===== src/rtl/bit_stuff_pkg.sv =====
// Shared types for the serial bit stuffer: FSM states,
// run-counter width and the FIFO entry layout.
package bit_stuff_pkg;

    localparam int RUN_W = 4;

    typedef enum logic [1:0] {
        IDLE,
        DATA,
        STUFF
    } state_t;

    typedef struct packed {
        logic last;
        logic data;
    } fifo_entry_t;

endpackage


===== src/rtl/stuff_fifo.sv =====
// DEPTH x {last,data} synchronous FIFO with full/empty/count,
// asynchronous active-low reset of pointers and count.
module stuff_fifo
    import bit_stuff_pkg::*;
#(
    parameter int DEPTH = 8
) (
    input  logic                   clk,
    input  logic                   rst_n,
    input  logic                   i_push,
    input  fifo_entry_t            i_entry,
    input  logic                   i_pop,
    output fifo_entry_t            o_head,
    output logic                   o_full,
    output logic                   o_empty,
    output logic [$clog2(DEPTH):0] o_count
);

    localparam int AW = $clog2(DEPTH);

    fifo_entry_t   r_mem [DEPTH];
    logic [AW-1:0] r_wr_ptr;
    logic [AW-1:0] r_rd_ptr;
    logic [AW:0]   r_count;
    logic          w_push;
    logic          w_pop;

    assign w_push  = i_push && !o_full;
    assign w_pop   = i_pop && !o_empty;
    assign o_full  = (r_count == (AW+1)'(DEPTH));
    assign o_empty = (r_count == '0);
    assign o_count = r_count;
    assign o_head  = r_mem[r_rd_ptr];

    always_ff @(posedge clk) begin
        if (w_push) begin
            r_mem[r_wr_ptr] <= i_entry;
        end
    end

    // Power-of-two depth: pointers wrap by natural overflow.
    always_ff @(posedge clk or negedge rst_n) begin
        if (!rst_n) begin
            r_wr_ptr <= '0;
            r_rd_ptr <= '0;
            r_count  <= '0;
        end else begin
            if (w_push) begin
                r_wr_ptr <= r_wr_ptr + AW'(1);
            end
            if (w_pop) begin
                r_rd_ptr <= r_rd_ptr + AW'(1);
            end
            case ({w_push, w_pop})
                2'b10:   r_count <= r_count + (AW+1)'(1);
                2'b01:   r_count <= r_count - (AW+1)'(1);
                default: r_count <= r_count;
            endcase
        end
    end

endmodule


===== src/rtl/bit_stuff_stream.sv =====
// Serial bit stuffer: inserts ~MATCH_BIT after RUN_LEN equal bits,
// valid/ready on both sides, per-frame stuff count report.
module bit_stuff_stream
    import bit_stuff_pkg::*;
#(
    parameter int   DEPTH        = 8,
    parameter int   RUN_LEN      = 5,
    parameter logic MATCH_BIT    = 1'b1,
    parameter bit   STUFF_AT_END = 1'b1,
    parameter int   CNT_W        = 8
) (
    input  logic             clk,
    input  logic             rst_n,
    input  logic             in_valid,
    output logic             in_ready,
    input  logic             in_data,
    input  logic             in_last,
    output logic             out_valid,
    input  logic             out_ready,
    output logic             out_data,
    output logic             out_last,
    output logic [CNT_W-1:0] frame_stuffs,
    output logic             frame_done
);

    localparam int AW = $clog2(DEPTH);

    state_t           r_state;
    state_t           w_state_nxt;
    logic             r_in_ready;
    logic             r_out_valid;
    logic             r_out_data;
    logic             r_out_last;
    logic             r_stuff_last;
    logic             r_frame_done;
    logic [RUN_W-1:0] r_run;
    logic [CNT_W-1:0] r_stuff_cnt;
    logic [CNT_W-1:0] r_frame_stuffs;

    fifo_entry_t      w_head;
    fifo_entry_t      w_in_entry;
    logic             w_full;
    logic             w_empty;
    logic [AW:0]      w_count;
    logic [AW:0]      w_cnt_nxt;
    logic             w_push;
    logic             w_pop;
    logic             w_load;
    logic             w_ld_data;
    logic             w_ld_stuff;
    logic             w_match;
    logic             w_stuff_hit;
    logic             w_beat_last;
    logic             w_out_valid_nxt;
    logic             w_out_data_nxt;
    logic             w_out_last_nxt;
    logic             w_stuff_last_nxt;
    logic [RUN_W-1:0] w_run_nxt;

    assign w_in_entry  = '{last: in_last, data: in_data};
    assign w_push      = in_valid && r_in_ready && !w_full;
    assign w_load      = !r_out_valid || out_ready;
    assign w_beat_last = r_out_valid && out_ready && r_out_last;
    assign w_match     = (w_head.data == MATCH_BIT);
    assign w_cnt_nxt   = w_count + (AW+1)'(w_push) - (AW+1)'(w_pop);

    // A run ending on the frame's last bit stuffs only with STUFF_AT_END.
    assign w_stuff_hit = w_match
                      && (r_run + RUN_W'(1) == RUN_W'(RUN_LEN))
                      && (STUFF_AT_END || !w_head.last);

    stuff_fifo #(
        .DEPTH (DEPTH)
    ) u_fifo (
        .clk     (clk),
        .rst_n   (rst_n),
        .i_push  (w_push),
        .i_entry (w_in_entry),
        .i_pop   (w_pop),
        .o_head  (w_head),
        .o_full  (w_full),
        .o_empty (w_empty),
        .o_count (w_count)
    );

    always_ff @(posedge clk or negedge rst_n) begin
        if (!rst_n) begin
            r_state <= IDLE;
        end else begin
            r_state <= w_state_nxt;
        end
    end

    always_comb begin
        w_state_nxt = r_state;
        w_pop       = 1'b0;
        w_ld_data   = 1'b0;
        w_ld_stuff  = 1'b0;
        if (w_load) begin
            unique case (r_state)
                STUFF: begin
                    w_ld_stuff  = 1'b1;
                    w_state_nxt = w_empty ? IDLE : DATA;
                end
                default: begin
                    if (!w_empty) begin
                        w_pop       = 1'b1;
                        w_ld_data   = 1'b1;
                        w_state_nxt = w_stuff_hit ? STUFF : DATA;
                    end else begin
                        w_state_nxt = IDLE;
                    end
                end
            endcase
        end
    end

    // The stuff decision is known at pop time, so last moves with it.
    always_comb begin
        w_out_valid_nxt  = r_out_valid;
        w_out_data_nxt   = r_out_data;
        w_out_last_nxt   = r_out_last;
        w_stuff_last_nxt = r_stuff_last;
        w_run_nxt        = r_run;
        if (w_ld_stuff) begin
            w_out_valid_nxt  = 1'b1;
            w_out_data_nxt   = ~MATCH_BIT;
            w_out_last_nxt   = r_stuff_last;
            w_stuff_last_nxt = 1'b0;
            w_run_nxt        = '0;
        end else if (w_ld_data) begin
            w_out_valid_nxt  = 1'b1;
            w_out_data_nxt   = w_head.data;
            w_out_last_nxt   = w_head.last && !w_stuff_hit;
            w_stuff_last_nxt = w_head.last && w_stuff_hit;
            if (w_head.last || !w_match) begin
                w_run_nxt = '0;
            end else begin
                w_run_nxt = r_run + RUN_W'(1);
            end
        end else if (w_load) begin
            w_out_valid_nxt = 1'b0;
        end
    end

    always_ff @(posedge clk or negedge rst_n) begin
        if (!rst_n) begin
            r_in_ready     <= 1'b0;
            r_out_valid    <= 1'b0;
            r_out_data     <= 1'b0;
            r_out_last     <= 1'b0;
            r_stuff_last   <= 1'b0;
            r_run          <= '0;
            r_stuff_cnt    <= '0;
            r_frame_stuffs <= '0;
            r_frame_done   <= 1'b0;
        end else begin
            r_in_ready   <= (w_cnt_nxt < (AW+1)'(DEPTH));
            r_out_valid  <= w_out_valid_nxt;
            r_out_data   <= w_out_data_nxt;
            r_out_last   <= w_out_last_nxt;
            r_stuff_last <= w_stuff_last_nxt;
            r_run        <= w_run_nxt;
            r_frame_done <= w_beat_last;
            if (w_beat_last) begin
                r_frame_stuffs <= r_stuff_cnt;
                r_stuff_cnt    <= '0;
            end else if (w_ld_stuff && (r_stuff_cnt != '1)) begin
                r_stuff_cnt <= r_stuff_cnt + CNT_W'(1);
            end
        end
    end

    assign in_ready     = r_in_ready;
    assign out_valid    = r_out_valid;
    assign out_data     = r_out_data;
    assign out_last     = r_out_last;
    assign frame_stuffs = r_frame_stuffs;
    assign frame_done   = r_frame_done;

endmodule

===== config.mk =====
export PLATFORM = sky130hd
export DESIGN_NAME = bit_stuff_stream
export DESIGN_NICKNAME = d
export VERILOG_FILES = /design/src/rtl/bit_stuff_pkg.sv /design/src/rtl/stuff_fifo.sv /design/src/rtl/bit_stuff_stream.sv
export SDC_FILE = /design/constraint.sdc
export NUM_CORES = 1
export LEC_CHECK = 0
export CAP_MARGIN = 20
export CORE_ASPECT_RATIO = 2
export CORE_MARGIN = 3
export CORE_UTILIZATION = 50
export CTS_BUF_LIST = sky130_fd_sc_hd__clkbuf_8
export DETAILED_ROUTE_END_ITERATION = 7
export PLACE_DENSITY = 0.7
export SLEW_MARGIN = 20
export SYNTH_ARGS = -nofsm -noshare
export SYNTH_HDL_FRONTEND = slang
export SYNTH_SLANG_ARGS = --single-unit

===== constraint.sdc =====
create_clock -name clk -period 4.2 [get_ports clk]
set_clock_uncertainty 0.2 [all_clocks]
set_input_delay 0.84 -clock clk [delete_from_list [all_inputs] [get_ports clk]]
set_output_delay 0.84 -clock clk [all_outputs]
set_load 0.01 [all_outputs]

==> results of run 1 <==
[power by group through the flow]
stage                     combinational (mW)  sequential, mW  clock [mW]
final                                  0.594           0.768       0.290
after CTS                              0.605           0.770       0.300
after floorplan                        0.487           0.736           0
after detailed placement               0.606           0.781           0
after global routing                   0.689           0.785       0.322
after global placement                 0.589           0.776           0
[placed cells by master, fill, tap and decap left out, types with 3 or more instances in the layout]
cell	n
or3_1	3
edfxtp_1	16
inv_1	9
clkinv_1	3
a21oi_1	9
clkdlybuf4s50_1	17
xor2_1	4
nor3_1	5
dfrtp_1	38
ha_1	13
xnor2_1	11
nor2_1	13
clkbuf_8	5
o21ai_0	9
nand2b_1	4
nand3_1	6
nand2_1	48
[final timing paths]
| kind | startpoint | slack, ns | endpoint | cells after the start |
|---|---|---|---|---|
| max | in_valid | 1.16 | u_fifo.o_count[2] | 10 |
| min | frame_stuffs[6] | 0.28 | frame_stuffs[6] | 2 |
| max reg2reg | u_fifo.o_count[2] | 1.36 | u_fifo.o_count[2] | 12 |
| min reg2reg | frame_stuffs[6] | 0.28 | frame_stuffs[6] | 2 |
| max in group asynchronous | rst_n | 2.83 | u_fifo.r_rd_ptr[1] | 1 |
| min in group asynchronous | rst_n | 0.43 | u_fifo.r_rd_ptr[0] | 1 |
[registers in the layout, summed over array words and instances (netlist names), 2 cells and up]
signal and cells:
u_fifo.r_mem 16, r_stuff_cnt 8, r_state 2, u_fifo.r_rd_ptr 3, u_fifo.r_wr_ptr 3, u_fifo.o_count 4, r_run 4, frame_stuffs 8
[cell type report]
cell class	count	area (um2)	share of cell area, %
Clock buffer	5	68.8	2.37
Sequential cell	54	1430	49.3
Tap cell	57	71.3	2.46
Multi-Input combinational cell	162	1100	37.7
Timing Repair Buffer	18	175	6.03
Clock inverter	3	20.0	0.689
Inverter	11	41.3	1.42
[routing by layer]
metal  up-vias  part of all wire [%]  track usage (%)
li1        831                     -                -
met1       828                    35             17.6
met2        26                    60             33.6
met3         7                   2.8             3.24
met4         0                   2.0             6.97
met5         -                     0                0
[cells in the mapped netlist (all sizes together), types with 3 or more instances]
cell	number	area share (%)
nand2	48	6.9
dfrtp	38	37
edfxtp	16	19
nor2	14	2.1
ha	13	6.3
xnor2	11	3.7
a21oi	9	1.7
inv	9	1.3
o21ai	9	1.7
nand3	7	1.5
mux2	6	2.9
nor3	6	1.4
nand2b	4	0.97
xor2	4	1.4
buf	3	0.77
mux4	3	2.9
or3	3	0.72
[per-stage QoR]
stage               cells  utilization [%]  area (um2)  hold slack (ns)
finish                310             58.6        2900            0.277
global route          310             58.6        2900            0.314
CTS                   310             58.6        2900            0.286
detailed placement    302             56.8        2820            0.262
global placement      302             56.8        2820            0.257
floorplan             231                -        2590            0.251
[cells by family (layout without fill, tap and decap cells)]
family	Yosys count	count (layout)	share of synthesized area [%]
fa+ha+maj	13	13	6.27
compound gates	29	29	7.19
mux	11	11	6.56
buf+inv	15	37	2.51
simple gates	94	94	17.2
flops	54	54	55.2
xor+xnor	15	15	5.07
[worst min-delay path, cell delays in order, from the launching register on]
cell,delay [ns]
dfrtp_1,0.35
nand2_1,0.05
nand2_1,0.05
==> flow_metrics.py, run 1 <==
metrics = {
    "critical_path": {
        "arrival_ns": 3.04,
        "critical_path_class": "in -> reg",
        "endpoint_kind": "flip-flop",
        "path_max_fanout": 8,
        "path_buf_inv": 2,
        "crit_slowest_cell": "clkdlybuf4s50_1",
        "required_ns": 4.20,
        "cp_cell_sequence": "clkdlybuf4s50_1, and3_1, clkinv_1, ha_1, xor2_1, ha_1, a21oi_1, xor2_1, nor2_1, xnor2_1",
        "crit_path_max_incr_delay_ns": 0.45,
        "cp-start-kind": "primary input",
        "cpLargestDelayFamily": "buffers and inverters",
    },
    "floorplan": {
        "pin_count": 19,
        "core_um2": 4950,
        "start_util_pct": 52.3,
        "die_area_um2": 6140,
        "die_w_um": 56.9,
        "fp.dieH_um": 108,
        "row_count": 36,
    },
    "placement": {
        "io_buffers": 18,
        "post-dp-hpwl_um": 3500,
        "gp_congestion": 0.732,
        "dp_slack_ns": 0.819,
    },
    "detailed_routing": {
        "drc": 0,
        "vias_per_cell": 5.46,
        "wire_per_inst_um": 14.8,
        "vias": 1692,
        "first_iter_violations": 30,
        "drt_first_pass_iters": 4,
        "routed_wl_um": 4590,
        "ant_nets": 0,
    },
    "grt": {
        "grt-ovfl-total": 0,
        "antenna_found_initial": 0,
        "track_usage_pct": 17.5,
        "grt_pass1_wl_um": 8080,
        "grt_max_degree": 39,
        "first_global_vias": 1733,
    },
    "logic_synthesis": {
        "synth_cell_type_count": 46,
        "synth_edf_count": 16,
        "async_flop_share_pct": 70.4,
        "synth.avg_cell_area_um2": 11.2,
        "synth_area_um2": 2590,
        "synth-main-ff-cell": "dfrtp_1",
        "ys_seq_area_share_pct": 55.2,
        "yosysWarningCount": 0,
        "synth_cells": 231,
        "synth_nets": 250,
        "ys_seq_elements": 54,
    },
    "pwr": {
        "power.total_mw": 1.65,
        "p_seq_share_pct": 46.5,
        "combPwrFrac_pct": 36.0,
        "leakage_nw": 1.23,
        "swShare_pct": 36.1,
        "pwr-share-clk_pct": 17.6,
        "power.switching_mw": 0.596,
        "powerDensity_nw_per_um2": 569,
        "p_int_mw": 1.06,
        "peakVddDrop_mv": 0.383,
    },
    "final_layout": {
        "antenna_cells": 0,
        "syn2layout_area_growth_pct": 12.0,
        "final_layout_size_suffix_gt1_share_pct": 7.11,
        "nFillCells": 447,
        "fin_nets": 271,
    },
    "timing": {
        "drv_slew": 0,
        "tns_ns": 0,
        "final.min_clock_period_ns": 3.04,
        "tightest_slew_ns": 0.865,
        "setup_violations": 0,
        "slew-limit-headroom_pct": 42.3,
        "fmax_mhz": 329,
        "rsz0062_at_grt": "no",
        "post-route-period-util_pct": 72.4,
        "hold_viol_final": 0,
        "fin_ws_ns": 1.16,
    },
    "clock_tree": {
        "cts_sinks": 54,
        "clock-root-buffer": "clkbuf_8",
        "cts_buffers": 5,
        "clockBufferDepth": 2,
        "ctsResizeCount": 0,
        "holdBufCountCts": 0,
        "clk_pin_slew_ns": 0.09,
        "cts_tree": "built",
        "htree_num_levels": 2,
        "postCtsSetupRepairBufs": 0,
        "clk_latency_ns": 0.32,
    },
    "run": {
        "max_cap_viol_count": 0,
    },
    "outcome": {
        "outcome": "finished clean",
    },
    "hold_path": {
        "hold_path_class": "reg -> reg",
    },
}
Power figures use the tool's default switching activity.
==> run 2, diff against run 1 <==
Clock period 4.2 ns to 2.9 ns, I/O delays scaled along.
==> run 2 against run 1 <==
Compared with the run above: worst hold slack got worse by 0.11 ns; non-clock buffer count is 6 higher; cell count rose by 1.9%; sequential cell count unchanged; critical path type unchanged.
==> flow_metrics.py, run 2 (synthesis gave the netlist of run 1 again) <==
metrics = {
    "outcome": {
        "outcome": "finished clean",
    },
    "pwr": {
        "leakage_nw": 1.26,
        "p_seq_share_pct": 46.2,
        "combPwrFrac_pct": 37.3,
        "power.switching_mw": 0.867,
        "pwr-share-clk_pct": 16.6,
        "powerDensity_nw_per_um2": 823,
        "swShare_pct": 35.8,
        "peakVddDrop_mv": 0.684,
        "p_int_mw": 1.56,
    },
    "detailed_routing": {
        "drc": 0,
        "vias_per_cell": 5.44,
        "routed_wl_um": 4700,
        "vias": 1719,
        "wire_per_inst_um": 14.9,
        "ant_nets": 0,
        "drt_first_pass_iters": 4,
        "first_iter_violations": 53,
    },
    "timing": {
        "setup_violations": 0,
        "final.min_clock_period_ns": 2.47,
        "drv_slew": 0,
        "slew-limit-headroom_pct": 43.4,
        "hold_viol_final": 0,
        "tightest_slew_ns": 0.849,
        "tns_ns": 0,
        "fmax_mhz": 405,
        "post-route-period-util_pct": 85.2,
        "rsz0062_at_grt": "no",
    },
    "placement": {
        "post-dp-hpwl_um": 3500,
        "dpl.cell_count": 308,
        "gp_congestion": 0.701,
        "io_buffers": 18,
    },
    "floorplan": {
        "fp.dieH_um": 108,
        "die_area_um2": 6140,
        "core_um2": 4950,
        "die_w_um": 56.9,
        "pin_count": 19,
        "start_util_pct": 52.3,
        "row_count": 36,
    },
    "critical_path": {
        "startpoint": "out_ready",
        "path_max_fanout": 3,
        "worstReg2RegEnd": "u_fifo.o_count[2]",
        "required_ns": 2.90,
        "cp-start-kind": "primary input",
        "arrival_ns": 2.47,
        "endpoint_kind": "flip-flop",
        "critical_path_class": "in -> reg",
        "crit_end": "u_fifo.o_count[2]",
        "r2r_slack_ns": 0.48,
        "reg2reg_from": "u_fifo.o_count[2]",
        "rr_worst_depth": 12,
    },
    "final_layout": {
        "largest_reg_flops": 16,
        "final_layout_size_suffix_gt1_share_pct": 8.88,
        "fin_nets": 277,
        "syn2layout_area_growth_pct": 13.6,
        "nFillCells": 446,
        "antenna_cells": 0,
        "final_common_cell": "nand2_1",
        "layout.cells.non_filler": 316,
        "regMostFlops": "u_fifo.r_mem",
        "final_core_util_pct": 59.4,
        "final_cell_mix": "48 x nand2_1, 38 x dfrtp_1, 17 x clkdlybuf4s50_1",
    },
    "grt": {
        "first_global_vias": 1776,
        "grt-ovfl-total": 0,
        "grt_max_degree": 39,
        "grt_pass1_wl_um": 8070,
        "antenna_found_initial": 0,
        "track_usage_pct": 17.4,
    },
    "clock_tree": {
        "clk_latency_ns": 0.31,
        "clk_pin_slew_ns": 0.09,
        "cts_tree": "built",
        "ctsResizeCount": 0,
        "postCtsSetupRepairBufs": 0,
        "cts_buffers": 5,
        "cts_sinks": 54,
        "clock-root-buffer": "clkbuf_8",
        "clockBufferDepth": 2,
        "holdBufCountCts": 0,
        "htree_num_levels": 2,
    },
    "run": {
        "max_cap_viol_count": 0,
    },
    "hold_path": {
        "hold_path_class": "in -> async",
    },
}
## run 2: cell count changes in the layout (fill, tap and decap cells not counted)
cell / before / now
clkinvlp_4: 1 / 0
clkinv_4: 0 / 1
inv_6: 1 / 0
buf_4: 0 / 6
clkinv_1: 3 / 4
## run 2: per-layer routing
layer,vias up,global-route usage [%],wire length [um]
li1,846,-,-
met1,848,16.3,1760
met2,18,34.9,2720
met3,7,3.24,118
met4,0,6.97,97
met5,-,0,0
## run 2: metrics by stage
stage	setup WS [ns]	hold WS [ns]	area [um2]	total power, mW
after global placement	0.145	0.256	2860	2.01
final	0.429	0.171	2950	2.43
after CTS	0.446	0.192	2950	2.45
after global routing	0.240	0.239	2950	2.62
after detailed placement	0.128	0.263	2860	2.05
after floorplan	0.413	0.0844	2590	1.77
## run 2: cell type report
class                   count  area, um2  area share [%]
flip-flops and latches     54       1430            48.6
multi-input cells         162       1100            37.2
repair buffers             24        220            7.48
well taps                  57       71.3            2.42
clock buffers               5       68.8            2.34
inverters                  11       41.3            1.40
clock inverters             3       16.3           0.552
## run 2: power by group through the flow
| stage | sequential [mW] | combinational, mW | clock (mW) |
|---|---|---|---|
| final | 1.12 | 0.903 | 0.402 |
| after global routing | 1.15 | 1.03 | 0.442 |
| after CTS | 1.12 | 0.917 | 0.419 |
| after detailed placement | 1.13 | 0.910 | 0 |
| after global placement | 1.13 | 0.883 | 0 |
| after floorplan | 1.07 | 0.705 | 0 |
## run 2: how the worst min path moves through the flow
stage,startpoint,end,cells past startpoint
floorplan,rst_n,frame_done,0
global placement,frame_stuffs[5],frame_stuffs[5],2
detailed placement,frame_stuffs[3],frame_stuffs[3],2
CTS,rst_n,frame_stuffs[0],1
global route,rst_n,r_stuff_cnt[6],1
finish,rst_n,frame_stuffs[2],1
## run 2: worst max-delay path: stages
cell and delay (ns):
clkdlybuf4s50_1 0.44, nor2b_1 0.30, a211oi_4 0.08, ha_1 0.24, xor2_1 0.17, ha_1 0.19, a21oi_1 0.14, xor2_1 0.15
nor2_1 0.06, xnor2_1 0.12
==> run 3, diff against run 2 <==
Settings changed: CORE_MARGIN 3 to 10.
==> run 3 against run 2 <==
Compared with the run above: clock power grew 24%; die area rose by 41%; critical path depth unchanged; worst setup slack got worse by 0.0035 ns; core utilization shrank 1.1 points; count of clock-buffer cells in the layout stayed put; via count about the same; critical endpoint unchanged; largest power group unchanged; highest routed layer unchanged.
==> flow_metrics.py, run 3 (synthesis gave the netlist of run 1 again) <==
metrics = {
    "timing": {
        "fmax_mhz": 404,
        "rsz0062_at_grt": "no",
        "tns_ns": 0,
        "setup_violations": 0,
        "final.min_clock_period_ns": 2.47,
        "slew-limit-headroom_pct": 42.8,
        "tightest_slew_ns": 0.858,
        "whs_ns": 0.177,
        "post-route-period-util_pct": 85.3,
        "drv_slew": 0,
        "hold_viol_final": 0,
    },
    "placement": {
        "io_buffers": 18,
        "dpl.cell_count": 309,
        "gp_congestion": 0.777,
        "post-dp-hpwl_um": 3620,
    },
    "pwr": {
        "leakage_nw": 1.28,
        "pwr-share-clk_pct": 19.7,
        "power.switching_mw": 0.880,
        "p_seq_share_pct": 44.1,
        "combPwrFrac_pct": 36.2,
        "peakVddDrop_mv": 0.513,
        "p_int_mw": 1.65,
        "powerDensity_nw_per_um2": 850,
        "swShare_pct": 34.8,
    },
    "run": {
        "max_cap_viol_count": 0,
    },
    "final_layout": {
        "nFillCells": 461,
        "fin_nets": 277,
        "layout.cells.non_filler": 317,
        "largest_reg_flops": 16,
        "final_layout_size_suffix_gt1_share_pct": 9.27,
        "final_common_cell": "nand2_1",
        "final_cell_mix": "48 x nand2_1, 38 x dfrtp_1, 17 x clkdlybuf4s50_1",
        "antenna_cells": 0,
        "syn2layout_area_growth_pct": 14.7,
        "regMostFlops": "u_fifo.r_mem",
    },
    "grt": {
        "grt_max_degree": 39,
        "track_usage_pct": 11.5,
        "grt_pass1_wl_um": 8040,
        "first_global_vias": 1726,
        "antenna_found_initial": 0,
        "grt-ovfl-total": 0,
    },
    "floorplan": {
        "row_count": 37,
        "start_util_pct": 50.9,
        "die_w_um": 70.9,
        "core_um2": 5090,
        "die_area_um2": 8640,
        "pin_count": 19,
        "fp.dieH_um": 122,
    },
    "clock_tree": {
        "cts_tree": "built",
        "postCtsSetupRepairBufs": 0,
        "clock-root-buffer": "clkbuf_8",
        "clk_latency_ns": 0.30,
        "clk_pin_slew_ns": 0.10,
        "htree_num_levels": 2,
        "cts_buffers": 5,
        "ctsResizeCount": 0,
        "clockBufferDepth": 2,
        "holdBufCountCts": 0,
        "cts_sinks": 54,
    },
    "critical_path": {
        "path_max_fanout": 3,
        "endpoint_kind": "flip-flop",
        "critical_path_class": "in -> reg",
        "cp-start-kind": "primary input",
        "required_ns": 2.89,
        "arrival_ns": 2.46,
    },
    "outcome": {
        "outcome": "finished clean",
    },
    "detailed_routing": {
        "vias_per_cell": 5.43,
        "routed_wl_um": 4700,
        "ant_nets": 0,
        "vias": 1720,
        "drc": 0,
        "wire_per_inst_um": 14.8,
        "drt_first_pass_iters": 4,
        "first_iter_violations": 121,
    },
    "hold_path": {
        "hold_path_class": "in -> async",
    },
}
## run 3: metrics by stage
step	area [um2]	total power, mW	worst slack, ns	utilization, %
after floorplan	2590	1.77	0.413	-
after global placement	2860	2.03	0.141	56.2
after detailed placement	2860	2.06	0.101	56.2
after CTS	2970	2.57	0.427	58.4
after global routing	2970	2.72	0.266	58.4
final	2970	2.53	0.425	58.4
## run 3: final timing paths
| kind | startpoint | end | slack (ns) | cells past startpoint |
|---|---|---|---|---|
| max | out_ready | u_fifo.o_count[2] | 0.43 | 10 |
| min | rst_n | out_data | 0.18 | 1 |
| max reg2reg | u_fifo.o_count[2] | u_fifo.o_count[2] | 0.45 | 12 |
| min reg2reg | frame_stuffs[4] | frame_stuffs[4] | 0.28 | 2 |
| max in group asynchronous | rst_n | r_run[1] | 1.78 | 1 |
| min in group clk | frame_stuffs[4] | frame_stuffs[4] | 0.28 | 2 |
## run 3: worst max-delay path: stages
cell             delay [ns]
clkdlybuf4s50_1        0.43
nor2b_1                0.28
a211oi_4               0.08
ha_1                   0.23
xor2_1                 0.17
ha_1                   0.19
a21oi_1                0.15
xor2_1                 0.16
nor2_1                 0.06
xnor2_1                0.13
## run 3: layout make-up
cell class | instances | area, um2 | area share, %
inverter | 11 | 41.3 | 1.39
tap | 58 | 72.6 | 2.44
timing repair buffer | 24 | 220 | 7.41
multi-input combinational | 162 | 1100 | 36.9
clock buffer | 5 | 68.8 | 2.31
clock inverter | 3 | 42.5 | 1.43
sequential | 54 | 1430 | 48.1
## run 3: routing by layer
| metal | vias up | track usage, % | routed length (um) |
|---|---|---|---|
| met5 | - | 0 | 0 |
| met4 | 0 | 5.11 | 102 |
| met3 | 6 | 2.60 | 150 |
| met2 | 27 | 22.2 | 2740 |
| met1 | 837 | 10.9 | 1710 |
| li1 | 850 | - | - |
## run 3: power by group through the flow
stage / Sequential [mW] / Clock [mW] / Combinational, mW
after floorplan: 1.07 / 0 / 0.705
after global placement: 1.13 / 0 / 0.906
after detailed placement: 1.13 / 0 / 0.927
after CTS: 1.12 / 0.517 / 0.934
after global routing: 1.14 / 0.546 / 1.04
final: 1.11 / 0.498 / 0.914
